--- src/rtl/reg_file_pkg.sv ---
// ============================================================================
// reg_file_pkg : shared encodings and reset constants for pipe_reg_file
// Revision: 1.0
// ============================================================================
`default_nettype none

package reg_file_pkg;

  typedef enum logic [1:0] {
    SP_HOLD = 2'b00,
    SP_PUSH = 2'b01,
    SP_POP  = 2'b10,
    SP_LOAD = 2'b11
  } sp_op_e;

  localparam logic [31:0] DEF_SP_TOP   = 32'd2047;
  localparam logic [31:0] DEF_PC_RESET = 32'd32;

endpackage

`default_nettype wire

--- src/rtl/stack_ptr_unit.sv ---
// ============================================================================
// stack_ptr_unit : downward-growing stack pointer with bound guards and
//                  a sticky overflow/underflow fault.
// Revision: 1.0
// ============================================================================
`default_nettype none

module stack_ptr_unit
  import reg_file_pkg::*;
#(
  parameter logic [31:0] SP_TOP    = DEF_SP_TOP,
  parameter logic [31:0] SP_BOTTOM = 32'd0
) (
  input  logic        clk,
  input  logic        rst,
  input  logic [1:0]  sp_op,
  input  logic [31:0] sp_wdata,
  output logic [31:0] sp,
  output logic        sp_fault
);

  logic [31:0] sp_d, sp_q;
  logic        fault_d, fault_q;

  always_comb begin
    sp_d    = sp_q;
    fault_d = fault_q;
    case (sp_op_e'(sp_op))
      SP_PUSH: begin
        if (sp_q > SP_BOTTOM) sp_d = sp_q - 32'd1;
        else                  fault_d = 1'b1;
      end
      SP_POP: begin
        if (sp_q < SP_TOP) sp_d = sp_q + 32'd1;
        else               fault_d = 1'b1;
      end
      // Load is unchecked and is the only way (besides reset) to clear the fault.
      SP_LOAD: begin
        sp_d    = sp_wdata;
        fault_d = 1'b0;
      end
      default: ;
    endcase
    if (rst) begin
      sp_d    = SP_TOP;
      fault_d = 1'b0;
    end
  end

  always_ff @(posedge clk) begin
    sp_q    <= sp_d;
    fault_q <= fault_d;
  end

  assign sp       = sp_q;
  assign sp_fault = fault_q;

endmodule

`default_nettype wire

--- src/rtl/pipe_reg_file.sv ---
// ============================================================================
// pipe_reg_file : architectural register file (GPRs with write-first bypass,
//                 guarded SP, PC, masked CCR) for the five-stage pipeline.
// Revision: 1.0
// ============================================================================
`default_nettype none

module pipe_reg_file
  import reg_file_pkg::*;
#(
  parameter int          DATA_W    = 16,
  parameter int          NUM_REGS  = 8,
  parameter int          AW        = 3,
  parameter int          NUM_RD    = 2,
  parameter int          CCR_W     = 4,
  parameter logic [31:0] SP_TOP    = DEF_SP_TOP,
  parameter logic [31:0] SP_BOTTOM = 32'd0,
  parameter logic [31:0] PC_RESET  = DEF_PC_RESET,
  parameter int          BYPASS    = 1
) (
  input  logic                     clk,
  input  logic                     rst,
  input  logic [NUM_RD*AW-1:0]     rd_addr,
  output logic [NUM_RD*DATA_W-1:0] rd_data,
  input  logic                     wr_en,
  input  logic [AW-1:0]            wr_addr,
  input  logic [DATA_W-1:0]        wr_data,
  input  logic [1:0]               sp_op,
  input  logic [31:0]              sp_wdata,
  output logic [31:0]              sp,
  output logic                     sp_fault,
  input  logic                     pc_load,
  input  logic                     pc_inc,
  input  logic [1:0]               pc_step,
  input  logic [31:0]              pc_wdata,
  output logic [31:0]              pc,
  input  logic [CCR_W-1:0]         ccr_mask,
  input  logic [CCR_W-1:0]         ccr_wdata,
  output logic [CCR_W-1:0]         ccr
);

  logic [DATA_W-1:0] gpr_d [NUM_REGS];
  logic [DATA_W-1:0] gpr_q [NUM_REGS];
  logic [31:0]       pc_d, pc_q;
  logic [CCR_W-1:0]  ccr_d, ccr_q;
  logic              wr_hit;

  assign wr_hit = wr_en && (32'(wr_addr) < NUM_REGS);

  always_comb begin
    for (int i = 0; i < NUM_REGS; i++) begin
      gpr_d[i] = rst ? '0 : gpr_q[i];
    end
    if (!rst && wr_hit) gpr_d[wr_addr] = wr_data;
  end

  always_comb begin
    pc_d = pc_q;
    if (pc_load)     pc_d = pc_wdata;
    else if (pc_inc) pc_d = pc_q + {30'd0, pc_step};
    if (rst)         pc_d = PC_RESET;
  end

  always_comb begin
    ccr_d = (ccr_q & ~ccr_mask) | (ccr_wdata & ccr_mask);
    if (rst) ccr_d = '0;
  end

  always_ff @(posedge clk) begin
    for (int i = 0; i < NUM_REGS; i++) gpr_q[i] <= gpr_d[i];
    pc_q  <= pc_d;
    ccr_q <= ccr_d;
  end

  // Write-first forwarding lets decode see a write-back in the same cycle.
  for (genvar k = 0; k < NUM_RD; k++) begin : g_rd
    logic [AW-1:0] addr;
    assign addr = rd_addr[k*AW +: AW];
    always_comb begin
      rd_data[k*DATA_W +: DATA_W] = '0;
      if (32'(addr) < NUM_REGS) begin
        if ((BYPASS != 0) && wr_en && (wr_addr == addr))
          rd_data[k*DATA_W +: DATA_W] = wr_data;
        else
          rd_data[k*DATA_W +: DATA_W] = gpr_q[addr];
      end
    end
  end

  stack_ptr_unit #(
    .SP_TOP    (SP_TOP),
    .SP_BOTTOM (SP_BOTTOM)
  ) u_sp (
    .clk      (clk),
    .rst      (rst),
    .sp_op    (sp_op),
    .sp_wdata (sp_wdata),
    .sp       (sp),
    .sp_fault (sp_fault)
  );

  assign pc  = pc_q;
  assign ccr = ccr_q;

endmodule

`default_nettype wire

--- config.mk ---
export PLATFORM = sky130hd
export DESIGN_NAME = pipe_reg_file
export DESIGN_NICKNAME = d
export VERILOG_FILES = /design/src/rtl/reg_file_pkg.sv /design/src/rtl/stack_ptr_unit.sv /design/src/rtl/pipe_reg_file.sv
export SDC_FILE = /design/constraint.sdc
export NUM_CORES = 1
export LEC_CHECK = 0
export CAP_MARGIN = 5
export CORE_MARGIN = 4
export CORE_UTILIZATION = 49
export CTS_CLUSTER_SIZE = 16
export DETAILED_ROUTE_END_ITERATION = 16
export PLACE_DENSITY = 0.78
export SLEW_MARGIN = 20
export SYNTH_ARGS = -nofsm -noshare
export SYNTH_HDL_FRONTEND = slang
export SYNTH_SLANG_ARGS = --single-unit
--- constraint.sdc ---
create_clock -name clk -period 4.99 [get_ports clk]
set_input_delay 1.497 -clock clk [delete_from_list [all_inputs] [get_ports clk]]
set_output_delay 1.497 -clock clk [all_outputs]
set_load 0.02 [all_outputs]
# After elaboration in Yosys (flattened, before gate mapping)
# Memory sizes are Yosys's and may differ from the RTL's.
# Cells that the tools add are included.
[classes]
add_sub_neg = 3
n_lt_le_gt_ge = 4
eq_ne = 9
n_mux = 22
bitwise = 5
n_reduce_logical = 9
[ops]
columns = ["cell", "n"]
rows = [
  ["two-way mux 16 bit", 11],
  ["bitwise mux 128 bit", 1],
  ["two-way mux 128 bit", 1],
  ["two-way mux 32 bit", 4],
  ["case mux 32 bit (3 select lines)", 1],
  ["demux 16 bit (select 3 bit)", 1],
  ["adder 32 x 1 -> 32 bit, second input constant", 1],
  ["adder 32 x 2 -> 32 bit", 1],
  ["> comparator 32 x 1 -> 1 bit, second input constant", 1],
  ["< comparator 32 x 11 -> 1 bit, second input constant", 1],
  ["subtractor 32 x 1 -> 32 bit, second input constant", 1],
  ["bitwise AND 4 bit", 2],
  ["equality test 3 bit", 2],
  ["AND reduction 3 bit", 2],
  ["equality test 2 bit, second input constant", 2],
  [">= comparator 4 bit, second input constant", 1],
  ["logical AND 1 bit", 4],
  ["< comparator 4 x 1 -> 1 bit, second input constant", 1],
  ["!= test 2 x 1 -> 1 bit, second input constant", 2],
  ["!= test 2 bit, second input constant", 2],
  ["inverter 3 -> 4 bit", 1],
  ["inverter 4 bit", 1],
  ["bitwise OR 4 bit", 1],
  ["case mux 1 bit (3 select lines)", 1],
  ["5 further kinds", 6],
]
[word_totals]
regBits = 69
ram_bits = 128
input_bits = 106
out_inout_bits = 101
word_cells = 57
n_memories = 1
[mem_list]
columns = ["name", "words", "width", "read_ports", "rd_clocked_by_memory_dff", "write_ports", "line", "source"]
rows = [
  ["gpr_q", 8, 16, 10, 0, 8, "pipe_reg_file.sv:43", "logic [DATA_W-1:0] gpr_q [NUM_REGS];"],
]

# Logic depth before layout (Yosys ltp)
# Gate-level depths: netlist of the first run.
[logic_depth]
word_depth = 7
mapped_depth = 13
ltp_nobuf = 12

# Hierarchy
# A second synthesis of the first run with hierarchy kept.
[unflattened]
cells_unflattened = 1470
area_unflattened_um2 = 12439.4
[modules_own_cells]
columns = ["module", "instances", "cells_each", "area_each_um2", "seq_area_each_um2"]
rows = [
  ["pipe_reg_file", 1, 1031, 9140.0, 3283.1],
  ["stack_ptr_unit", 1, 439, 3299.4, 660.6],
]

# Worst setup path after synthesis of the first run
# No wires, ideal clock.
[synth_timing]
path_type = "in2reg"
from = "in sp_op[1]"
to = "reg u_sp.sp_q[29] (netlist: u_sp.sp[29])"
setup_ns = 0.103
arrival_ns = 4.659
required_ns = 4.887
slack_ns = 0.227
cell_stages = 12
n_path_buf = 1
cell_sequence = "clkbuf_1 -> nand2b_1 -> ha_1 -> a21oi_1 -> nor2_1 -> o41a_1 -> a211oi_1 -> o41a_1 -> o211ai_1 -> a21oi_1 -> xor2_1 -> a2111oi_2"
[synth_via]
elab_chain_len = 3
word_cells_on_any_way = 8
classes_between = "eq/ne: 5; mux: 1; reduce/logical: 2"
[synth_rtl]
columns = ["item", "line", "source"]
rows = [
  ["start, declared", "pipe_reg_file.sv:28", "input logic [1:0] sp_op,"],
  ["equality test 2 bit / equality test 2 x 1 -> 1 bit (equally long branches)", "stack_ptr_unit.sv:28", "case (sp_op_e'(sp_op))"],
  ["!= test 2 x 1 -> 1 bit (no line) / nonzero test 3 bit (equally long branches)", "n/a", ""],
  ["AND reduction 3 bit (no line)", "n/a", ""],
  ["end signal, assigned", "stack_ptr_unit.sv:51", "sp_q <= sp_d;"],
  ["end, declared", "stack_ptr_unit.sv:22", "logic [31:0] sp_d, sp_q;"],
]
# Parallel ways exist; a longest one is shown, timed or not.
# A chain may end at the register's enable or synchronous reset.

# Worst setup path after layout of the first run
[layout_timing]
from = "in rd_addr[4]"
to = "out rd_data[18]"
[layout_via]
elab_chain_len = 3
word_cells_on_any_way = 4
classes_between = "eq/ne: 1; mux: 1; reduce/logical: 1; memory: 1"
[layout_rtl]
columns = ["item", "line", "source"]
rows = [
  ["start, declared", "pipe_reg_file.sv:23", "input logic [NUM_RD*AW-1:0] rd_addr,"],
  ["parallel branches: the longest is 2 deep, another holds memory (8 x 16 bit)", "n/a", ""],
  ["two-way mux 16 bit *", "pipe_reg_file.sv:82", "if ((BYPASS != 0) && wr_en && (wr_addr == addr))"],
  ["end, declared", "pipe_reg_file.sv:24", "output logic [NUM_RD*DATA_W-1:0] rd_data,"],
]
# Every way passes the cells marked *.

==> impl_summary.log, run 1 <==
INFO  metric number_of_endpoints_failing_setup_at_the_final_stage = 0
INFO  metric crit_start = rd_addr[4]
INFO  metric rsz0062_at_grt = false
INFO  metric gr_util_met1 = 33.1%
INFO  metric clk_pwr_share = 34.3%
INFO  metric cp_peak_stage_delay = 0.58 ns
INFO  metric synth_ff_type = dfxtp_1
INFO  metric hold_end = gpr_q[6][5]
INFO  metric comb_power_share = 27.0%
INFO  metric drt_pre_antenna_iters = 5
INFO  metric clk_latency = 0.45 ns
INFO  metric synthArstFlopShare = 0%
INFO  metric detailedPlacementHpwl = 26400 um
INFO  metric syn-cell-area = 12200 um2
INFO  metric cts_root_buffer = clkbuf_16
INFO  metric final-seq-area = 3940 um2
INFO  metric postCtsHoldBufs = 0
INFO  metric outcome = finished clean
INFO  metric synthToLayoutAreaGrowth = 26.6%
INFO  metric area_fraction_in_and_or_nand_and_nor_cells_after_synthesis = 24.9%
INFO  metric arrival_time_of_the_worst_setup_path = 3.35 ns
INFO  metric critical_path_buf_inv_count = 4
INFO  metric routedWlPerCell = 18.9 um
INFO  metric synth-compound-area-share = 14.7%
INFO  metric timing.critical_path.to_type = output port
INFO  metric antenna_found_initial = 1
INFO  metric netSwitchingPower = 0.00145 W
INFO  metric worstReg2RegStart = u_sp.sp[0]
INFO  metric most_frequent_cells_in_the_layout = nand2_1, dfxtp_1, clkdlybuf4s50_1
INFO  metric timing.slew.headroom = 29.6%
INFO  metric synth-edff-count = 0
INFO  metric cts-root-to-sink-buffers = 2
INFO  metric critical_path.max_fanout = 16
INFO  metric critical_path.reg2reg.endpoint = u_sp.sp[30]
INFO  metric reported_max_cap_violation_count = 0
INFO  metric clkSlewWorstSetupHoldPaths = 0.08 ns
INFO  metric cts_buffer_count = 17
INFO  metric setup_total_negative_slack = 0 ns
INFO  metric postLayoutCoreUtil = 63.1%
INFO  metric globalRouteTotalUtil = 27.1%
INFO  metric antenna_diode_count = 0
INFO  metric synth.ff_latch_count = 197
INFO  metric slew_violations = 0
INFO  metric commonest_non_fill_non_tap_cell_in_the_layout = nand2_1
INFO  metric power_per_cell_area = 291 nW/um2
INFO  metric ys_warn_count = 0
INFO  metric min_period_over_period = 97.2%
INFO  metric placed_cells = 1941
INFO  metric floorplan.core_area = 24400 um2
INFO  metric syn_area_per_cell = 8.27 um2
INFO  metric leakagePower = 6.26 nW
INFO  metric post_cts.repair.setup_buffers = 0
INFO  metric yosys.area_share.xor_xnor = 3.89%
INFO  metric synth_top_family_by_area = simple AND/OR/NAND/NOR gates
INFO  metric post_synth_mux_area_share = 15.8%
INFO  metric numClockSinks = 197
INFO  metric fill_cells = 2053
INFO  metric mappedNetlistNets = 1613
INFO  metric groute.layer.met2.usage = 46.1%
INFO  metric crit_type = in2out
INFO  metric finalHoldViolations = 0
INFO  metric nets = 1779
INFO  metric post_route_cells_drive_above_1_share = 10.4%
INFO  metric std_cell_rows = 57
INFO  metric cpMaxStageDelayCell = clkdlybuf4s50_1
INFO  metric worst-endpoint-required = 3.49 ns
INFO  metric boundaryPins = 207
INFO  metric final_antenna_net_count = 0
INFO  metric use_met3 = 7.35%
INFO  metric synthDistinctLibCells = 54
INFO  metric grt-busiest-layer = met2
INFO  metric drt-total-wl = 37200 um
INFO  metric die_width = 166 um
INFO  metric internal_power = 0.00303 W
INFO  metric swShare = 32.4%
INFO  metric timing.reg2reg.worst_path_depth = 13
INFO  metric via_count_of_the_first_global_routing_pass = 11.6k
INFO  metric synth_cells = 1470
INFO  metric hp-class = reg2reg
INFO  metric cpLargestDelayFamily = buffers and inverters
INFO  metric routed_via_density = 5.88
INFO  metric finalPower = 0.00448 W
INFO  metric grt_remaining_overflow = 0
INFO  metric grt_max_degree = 118
INFO  metric synth_fa_ha_area_share = 3.93%
INFO  metric setup.worst_path.start_class = input port
INFO  metric vdd_drop_max = 0.209 mV
INFO  metric timing.critical_path.cells = clkdlybuf4s50_1, buf_12, buf_4, mux4_2, mux2i_1, a21oi_1, dlygate4sd2_1
INFO  metric clock_skew = 0.0142 ns
INFO  metric final_cell_area_excluding_filler_cells = 15400 um2
INFO  metric max_freq = 206 MHz
INFO  metric portBuffers = 206
INFO  metric layoutNonFillerInstCount = 1973
INFO  metric yosysSeqAreaShare = 32.4%
INFO  metric final_period_minus_worst_setup_slack = 4.85 ns
INFO  metric cts_tree = yes
INFO  metric detail_route.iter0.violations = 930
INFO  metric area_occupied_by_multi_input_gates = 7720 um2
INFO  metric drcViolationCount = 0
INFO  metric max_slew.worst_pin.slew = 1.06 ns
INFO  metric die_area = 27400 um2
INFO  metric start_util = 49.9%
INFO  metric post_dp_cell_area = 14700 um2
INFO  metric wire_length_of_the_first_global_routing_pass = 59500 um
INFO  metric via_count = 11.6k
INFO  metric timing.reg2reg.setup_slack = 1.73 ns
INFO  metric holdCritStartpoint = gpr_q[6][5]
INFO  metric place_congestion = 0.896
INFO  metric whs_path_depth = 2
INFO  metric power.sequential.fraction = 38.6%
INFO  metric dieHeight = 166 um
INFO  metric cts-htree-levels = 4
[per-stage QoR]
stage	hold WS (ns)	worst slack (ns)
CTS	0.491	0.00783
global placement	0.467	-0.0195
global route	0.509	0.0559
finish	0.489	0.141
floorplan	0.453	0.227
detailed placement	0.476	-0.0473
[kinds of logic (layout without fill, tap and decap cells)]
| group | count (synthesis) | after routing |
|---|---|---|
| AO/OA/AOI/OAI | 308 | 308 |
| XOR/XNOR | 54 | 54 |
| adder cells (fa/ha/maj) | 37 | 37 |
| buffers and inverters | 135 | 314 |
| flip-flops | 197 | 197 |
| multiplexers | 112 | 112 |
| AND/OR/NAND/NOR | 627 | 627 |
[power groups by stage]
stage	Sequential, W	Clock, W	Combinational (W)
after floorplan	0.00179	0	0.000707
after global placement	0.00176	0	0.00118
after detailed placement	0.00176	0	0.00120
after CTS	0.00173	0.00156	0.00120
after global routing	0.00174	0.00162	0.00131
final	0.00173	0.00154	0.00121
[worst reg2reg max path: stages (launching register included)]
cell and delay (ns):
dfxtp_1 0.47, inv_1 0.11, fa_1 0.45, nor2b_1 0.17
o21ai_1 0.10, a21oi_1 0.18, buf_4 0.16, o211ai_1 0.16
a31oi_1 0.34, nand2b_1 0.13, a211oi_1 0.21, buf_4 0.16
mux2_2 0.32, a211oi_1 0.21
[per-layer routing]
layer / routed length [um] / vias to the layer above
met2: 18000 / 453
li1: - / 5498
met5: 13 / -
met3: 3090 / 89
met1: 15200 / 5558
met4: 940 / 2
[final cells by class]
class                   instances  share of cell area [%]
clock buffers                  17                    2.76
well taps                     324                    2.63
clock inverters                15                    1.50
inverters                      16                   0.390
multi-input cells            1138                    50.2
repair buffers                266                    16.9
flip-flops and latches        197                    25.6
[flip-flops by register name (all words and copies together) (netlist names), named ones only]
register / count
pc: 32
gpr_q: 128
u_sp.sp_fault: 1
u_sp.sp: 32
[worst max-delay path by stage]
stage / cells past startpoint / endpoint / slack (ns)
6_report: 7 / rd_data[18] / 0.14
4_1_cts: 6 / rd_data[30] / 0.008
5_1_grt: 7 / rd_data[1] / 0.06
3_3_place_gp: 7 / rd_data[16] / -0.02
3_5_place_dp: 6 / rd_data[12] / -0.05
2_1_floorplan: 12 / u_sp.sp[29] / 0.23
[repair_timing]
item,CTS,global route
gates resized for setup,23,10
pin swaps,0,0
endpoints found under the setup margin,23,9
[Yosys cell counts, types with 11 or more instances]
cell type    n  area [um2]
a21oi_1    115         576
clkbuf_1   100         375
ha_1        35         438
mux4_2      64        1440
a21o_1      19         143
o21ai_0     99         495
nand2b_1    94         588
buf_1       11        41.3
mux2i_1     47         470
inv_1       16        60.1
nand4_1     18         113
nand3_1     18        90.1
xnor2_1     30         263
nor3_1      14        70.1
a211oi_1    22         165
nor2_1     147         552
dfxtp_1    197        3940
nand2_1    232         871
xor2_1      24         210
a31oi_1     13        81.3
nand3b_1    52         390
(Power assumes the default switching activity.)
==> run 2: changes to the inputs <==
--- a/config.mk
+++ b/config.mk
@@ -5,11 +5,13 @@
 export SDC_FILE = /design/constraint.sdc
 export NUM_CORES = 1
 export LEC_CHECK = 0
+export ABC_AREA = 1
 export CAP_MARGIN = 5
 export CORE_MARGIN = 4
-export CORE_UTILIZATION = 49
+export CORE_UTILIZATION = 50
 export CTS_CLUSTER_SIZE = 16
 export DETAILED_ROUTE_END_ITERATION = 16
+export HOLD_SLACK_MARGIN = 0.1
 export PLACE_DENSITY = 0.78
 export SLEW_MARGIN = 20
 export SYNTH_ARGS = -nofsm -noshare
==> run 2 against run 1 <==
Net effect: via count up 28%; largest power group unchanged; synthesized area up 6.8%; maximum frequency down 1.7%; sequential power about the same; cell count up 31%.
==> impl_summary.log, run 2 <==
INFO  metric post-route-worst-setup-slack = 0.0584 ns (was 0.141 ns)
INFO  metric cts_buffer_count = 17 (unchanged)
INFO  metric syn-cell-area = 13000 um2 (was 12200 um2)
INFO  metric via_count_of_the_first_global_routing_pass = 13.9k (was 11.6k)
INFO  metric yosys-top-cells-area = dfxtp_1, o21ai_0, nand2_1, a21oi_1, nand3_1 (was dfxtp_1, mux4_2, nand2_1, nand2b_1, a21oi_1)
INFO  metric min_period_over_period = 98.8% (was 97.2%)
INFO  metric post_dp_cell_area = 15600 um2 (was 14700 um2)
INFO  metric std_cell_rows = 58 (was 57)
INFO  metric cts-htree-levels = 4 (unchanged)
INFO  metric critical_path.max_fanout = 32 (was 16)
INFO  metric rsz0062_at_grt = false (unchanged)
INFO  metric synthArstFlopShare = 0% (unchanged)
INFO  metric via_count = 14.8k (was 11.6k)
INFO  metric antenna_diode_count = 0 (unchanged)
INFO  metric floorplan.core_area = 25400 um2 (was 24400 um2)
INFO  metric worst_setup_slack_before_clock_tree_synthesis = -0.201 ns (was -0.0473 ns)
INFO  metric dieHeight = 169 um (was 166 um)
INFO  metric timing.critical_path.cells = clkdlybuf4s50_1, inv_1, o22ai_1, a21oi_1, o2111ai_2, buf_12, o21ai_0, clkdlybuf4s50_1 (was clkdlybuf4s50_1, buf_12, buf_4, mux4_2, mux2i_1, a21oi_1, dlygate4sd2_1)
INFO  metric post_route_cells_drive_above_1_share = 6.37% (was 10.4%)
INFO  metric arrival_time_of_the_worst_setup_path = 3.43 ns (was 3.35 ns)
INFO  metric postCtsHoldBufs = 0 (unchanged)
INFO  metric fill_cells = 2376 (was 2053)
INFO  metric synth.ff_latch_count = 197 (unchanged)
INFO  metric die_area = 28600 um2 (was 27400 um2)
INFO  metric start_util = 51.1% (was 49.9%)
INFO  metric drt_pre_antenna_iters = 5 (unchanged)
INFO  metric nets = 2391 (was 1779)
INFO  metric finalHoldViolations = 0 (unchanged)
INFO  metric critical_path.reg2reg.endpoint = u_sp.sp[18] (was u_sp.sp[30])
INFO  metric yosysSeqAreaShare = 30.4% (was 32.4%)
INFO  metric mappedNetlistNets = 2216 (was 1613)
INFO  metric synth.cells.most_frequent = nand2_1, o21ai_0, inv_1 (was nand2_1, dfxtp_1, nor2_1)
INFO  metric holdCritStartpoint = gpr_q[5][6] (was gpr_q[6][5])
INFO  metric reported_max_cap_violation_count = 0 (unchanged)
INFO  metric power_per_cell_area = 298 nW/um2 (was 291 nW/um2)
INFO  metric synthToLayoutAreaGrowth = 24.7% (was 26.6%)
INFO  metric placed_cells = 2559 (was 1941)
INFO  metric crit_type = in2out (unchanged)
INFO  metric hold_end = gpr_q[5][6] (was gpr_q[6][5])
INFO  metric outcome = finished clean (unchanged)
INFO  metric crit_start = wr_addr[1] (was rd_addr[4])
INFO  metric synthDistinctLibCells = 41 (was 54)
INFO  metric synth_cells = 2073 (was 1470)
INFO  metric worst-endpoint-required = 3.49 ns (about the same)
INFO  metric hp-class = reg2reg (unchanged)
INFO  metric max_freq = 203 MHz (was 206 MHz)
INFO  metric cpMaxStageDelayCell = clkdlybuf4s50_1 (unchanged)
INFO  metric synth-edff-count = 0 (unchanged)
INFO  metric portBuffers = 206 (unchanged)
INFO  metric detailedPlacementHpwl = 34100 um (was 26400 um)
INFO  metric routed_via_density = 5.72 (was 5.88)
INFO  metric timing.reg2reg.setup_slack = 2.54 ns (was 1.73 ns)
INFO  metric ys_warn_count = 0 (unchanged)
INFO  metric timing.reg2reg.worst_path_depth = 9 (was 13)
INFO  metric grt_remaining_overflow = 0 (unchanged)
INFO  metric antenna_found_initial = 1 (unchanged)
INFO  metric cts-root-to-sink-buffers = 2 (unchanged)
INFO  metric final-seq-area = 3940 um2 (unchanged)
INFO  metric area_occupied_by_multi_input_gates = 7620 um2 (was 7720 um2)
INFO  metric detail_route.iter0.violations = 1497 (was 930)
INFO  metric slew_violations = 0 (unchanged)
INFO  metric cts_root_buffer = clkbuf_16 (unchanged)
INFO  metric max_slew.worst_pin.slew = 1.02 ns (was 1.06 ns)
INFO  metric registers.top_by_ff_count = gpr_q (unchanged)
INFO  metric clkSlewWorstSetupHoldPaths = 0.08 ns (about the same)
INFO  metric timing.slew.headroom = 31.8% (was 29.6%)
INFO  metric yosysMostFrequentCell = nand2_1 (unchanged)
INFO  metric final_antenna_net_count = 0 (unchanged)
INFO  metric number_of_endpoints_failing_setup_at_the_final_stage = 0 (unchanged)
INFO  metric routedWlPerCell = 18.0 um (was 18.9 um)
INFO  metric most_frequent_cells_in_the_layout = nand2_1, o21ai_0, inv_1 (was nand2_1, dfxtp_1, clkdlybuf4s50_1)
INFO  metric critPathMostFrequentCell = clkdlybuf4s50_1
INFO  metric vdd_drop_max = 0.212 mV (was 0.209 mV)
INFO  metric place_congestion = 0.987 (was 0.896)
INFO  metric numClockSinks = 197 (unchanged)
INFO  metric layoutNonFillerInstCount = 2591 (was 1973)
INFO  metric timing.critical_path.to_type = output port (unchanged)
INFO  metric cts_tree = yes (unchanged)
INFO  metric globalRouteTotalUtil = 31.6% (was 27.1%)
INFO  metric boundaryPins = 207 (unchanged)
INFO  metric clk_latency = 0.45 ns (about the same)
INFO  metric grt_max_degree = 77 (was 118)
INFO  metric syn_area_per_cell = 6.27 um2 (was 8.27 um2)
INFO  metric cpLargestDelayFamily = buffers and inverters (unchanged)
INFO  metric synth_top_cell_by_area = dfxtp_1 (unchanged)
INFO  metric synth.top_cell.area_share = 30.4% (was 32.4%)
INFO  metric setup.worst_path.start_class = input port (unchanged)
INFO  metric critical_path_buf_inv_count = 4 (unchanged)
INFO  metric clock_skew = 0.0115 ns (was 0.0142 ns)
INFO  metric die_width = 169 um (was 166 um)
INFO  metric final_period_minus_worst_setup_slack = 4.93 ns (was 4.85 ns)
INFO  metric worstReg2RegStart = u_sp.sp[24] (was u_sp.sp[0])
INFO  metric whs_path_depth = 2 (unchanged)
INFO  metric drt-total-wl = 46600 um (was 37200 um)
INFO  metric commonest_non_fill_non_tap_cell_in_the_layout = nand2_1 (unchanged)
INFO  metric final_cell_area_excluding_filler_cells = 16200 um2 (was 15400 um2)
INFO  metric cp_peak_stage_delay = 0.63 ns (was 0.58 ns)
INFO  metric drcViolationCount = 0 (unchanged)
INFO  metric largest_reg_flops = 128 (unchanged)
INFO  metric leakagePower = 6.93 nW (was 6.26 nW)
INFO  metric synth_ff_type = dfxtp_1 (unchanged)
INFO  metric wire_length_of_the_first_global_routing_pass = 73200 um (was 59500 um)
run 2: changes by cell type in the layout (fill, tap and decap cells not counted), moves of 18 or more:
cell	before	now
inv_1	16	242
o21ai_0	99	325
nand3_1	18	204
nand2_1	232	386
a21oi_1	115	230
nand2b_1	94	0
mux4_2	64	0
nand3b_1	52	0
mux2i_1	47	0
o211ai_1	4	32
a211oi_1	22	0
a22oi_1	0	18
run 2: routing by layer:
metal  vias up  wire [um]  GRT usage [%]
met5         -         13              0
met4         2       1930           14.0
met3       118       3360           4.75
met2       677      22200           53.2
met1      6727      19200           40.4
li1       7292          -              -
run 2: worst min-delay path, cell delays in order (launching register included):
cell and delay, ns:
dfxtp_1 0.33, nand3_1 0.07, o21ai_0 0.06
run 2: area by class of cell:
cell class / instances / share of cell area (%)
Timing Repair Buffer: 277 / 16.5
Clock inverter: 15 / 1.07
Multi-Input combinational cell: 1504 / 47.0
Sequential cell: 197 / 24.3
Inverter: 251 / 5.85
Tap cell: 330 / 2.55
Clock buffer: 17 / 2.63
run 2: worst max path at each step:
| stage | endpoint | cells after the start |
|---|---|---|
| after global routing | rd_data[10] | 9 |
| after floorplan | rd_data[11] | 7 |
| final | rd_data[7] | 8 |
| after CTS | rd_data[16] | 8 |
| after global placement | rd_data[3] | 8 |
| after detailed placement | rd_data[13] | 8 |
run 2: where the power goes:
part / total, W / switching, W / leakage, nW / internal (W)
Sequential: 0.00176 / 0.000103 / 1.61 / 0.00165
Clock: 0.00143 / 0.000749 / 0.292 / 0.000681
Combinational: 0.00164 / 0.00100 / 5.03 / 0.000635
Total: 0.00483 / 0.00186 / 6.93 / 0.00297
run 2: kinds of logic after synthesis:
kind of cell	after synthesis	synth area share, %
compound gates	645	26.2
xor+xnor	35	2.36
fa+ha+maj	37	3.68
buf+inv	372	11.1
flops	197	30.4
simple gates	787	26.2
run 2: stage by stage:
step                power (W)  setup TNS (ns)  utilization [%]  hold WS (ns)
floorplan             0.00281               0                -         0.453
global placement      0.00340          -0.816             61.4         0.464
detailed placement    0.00342           -1.13             61.4         0.471
CTS                   0.00482               0             63.7         0.491
global route          0.00508               0             63.8         0.511
finish                0.00483               0             63.8         0.490
run 2: what timing repair did:
item,4_1_cts,5_1_grt
gates resized for setup,26,9
setup endpoints to repair,21,17
setup buffers,0,0
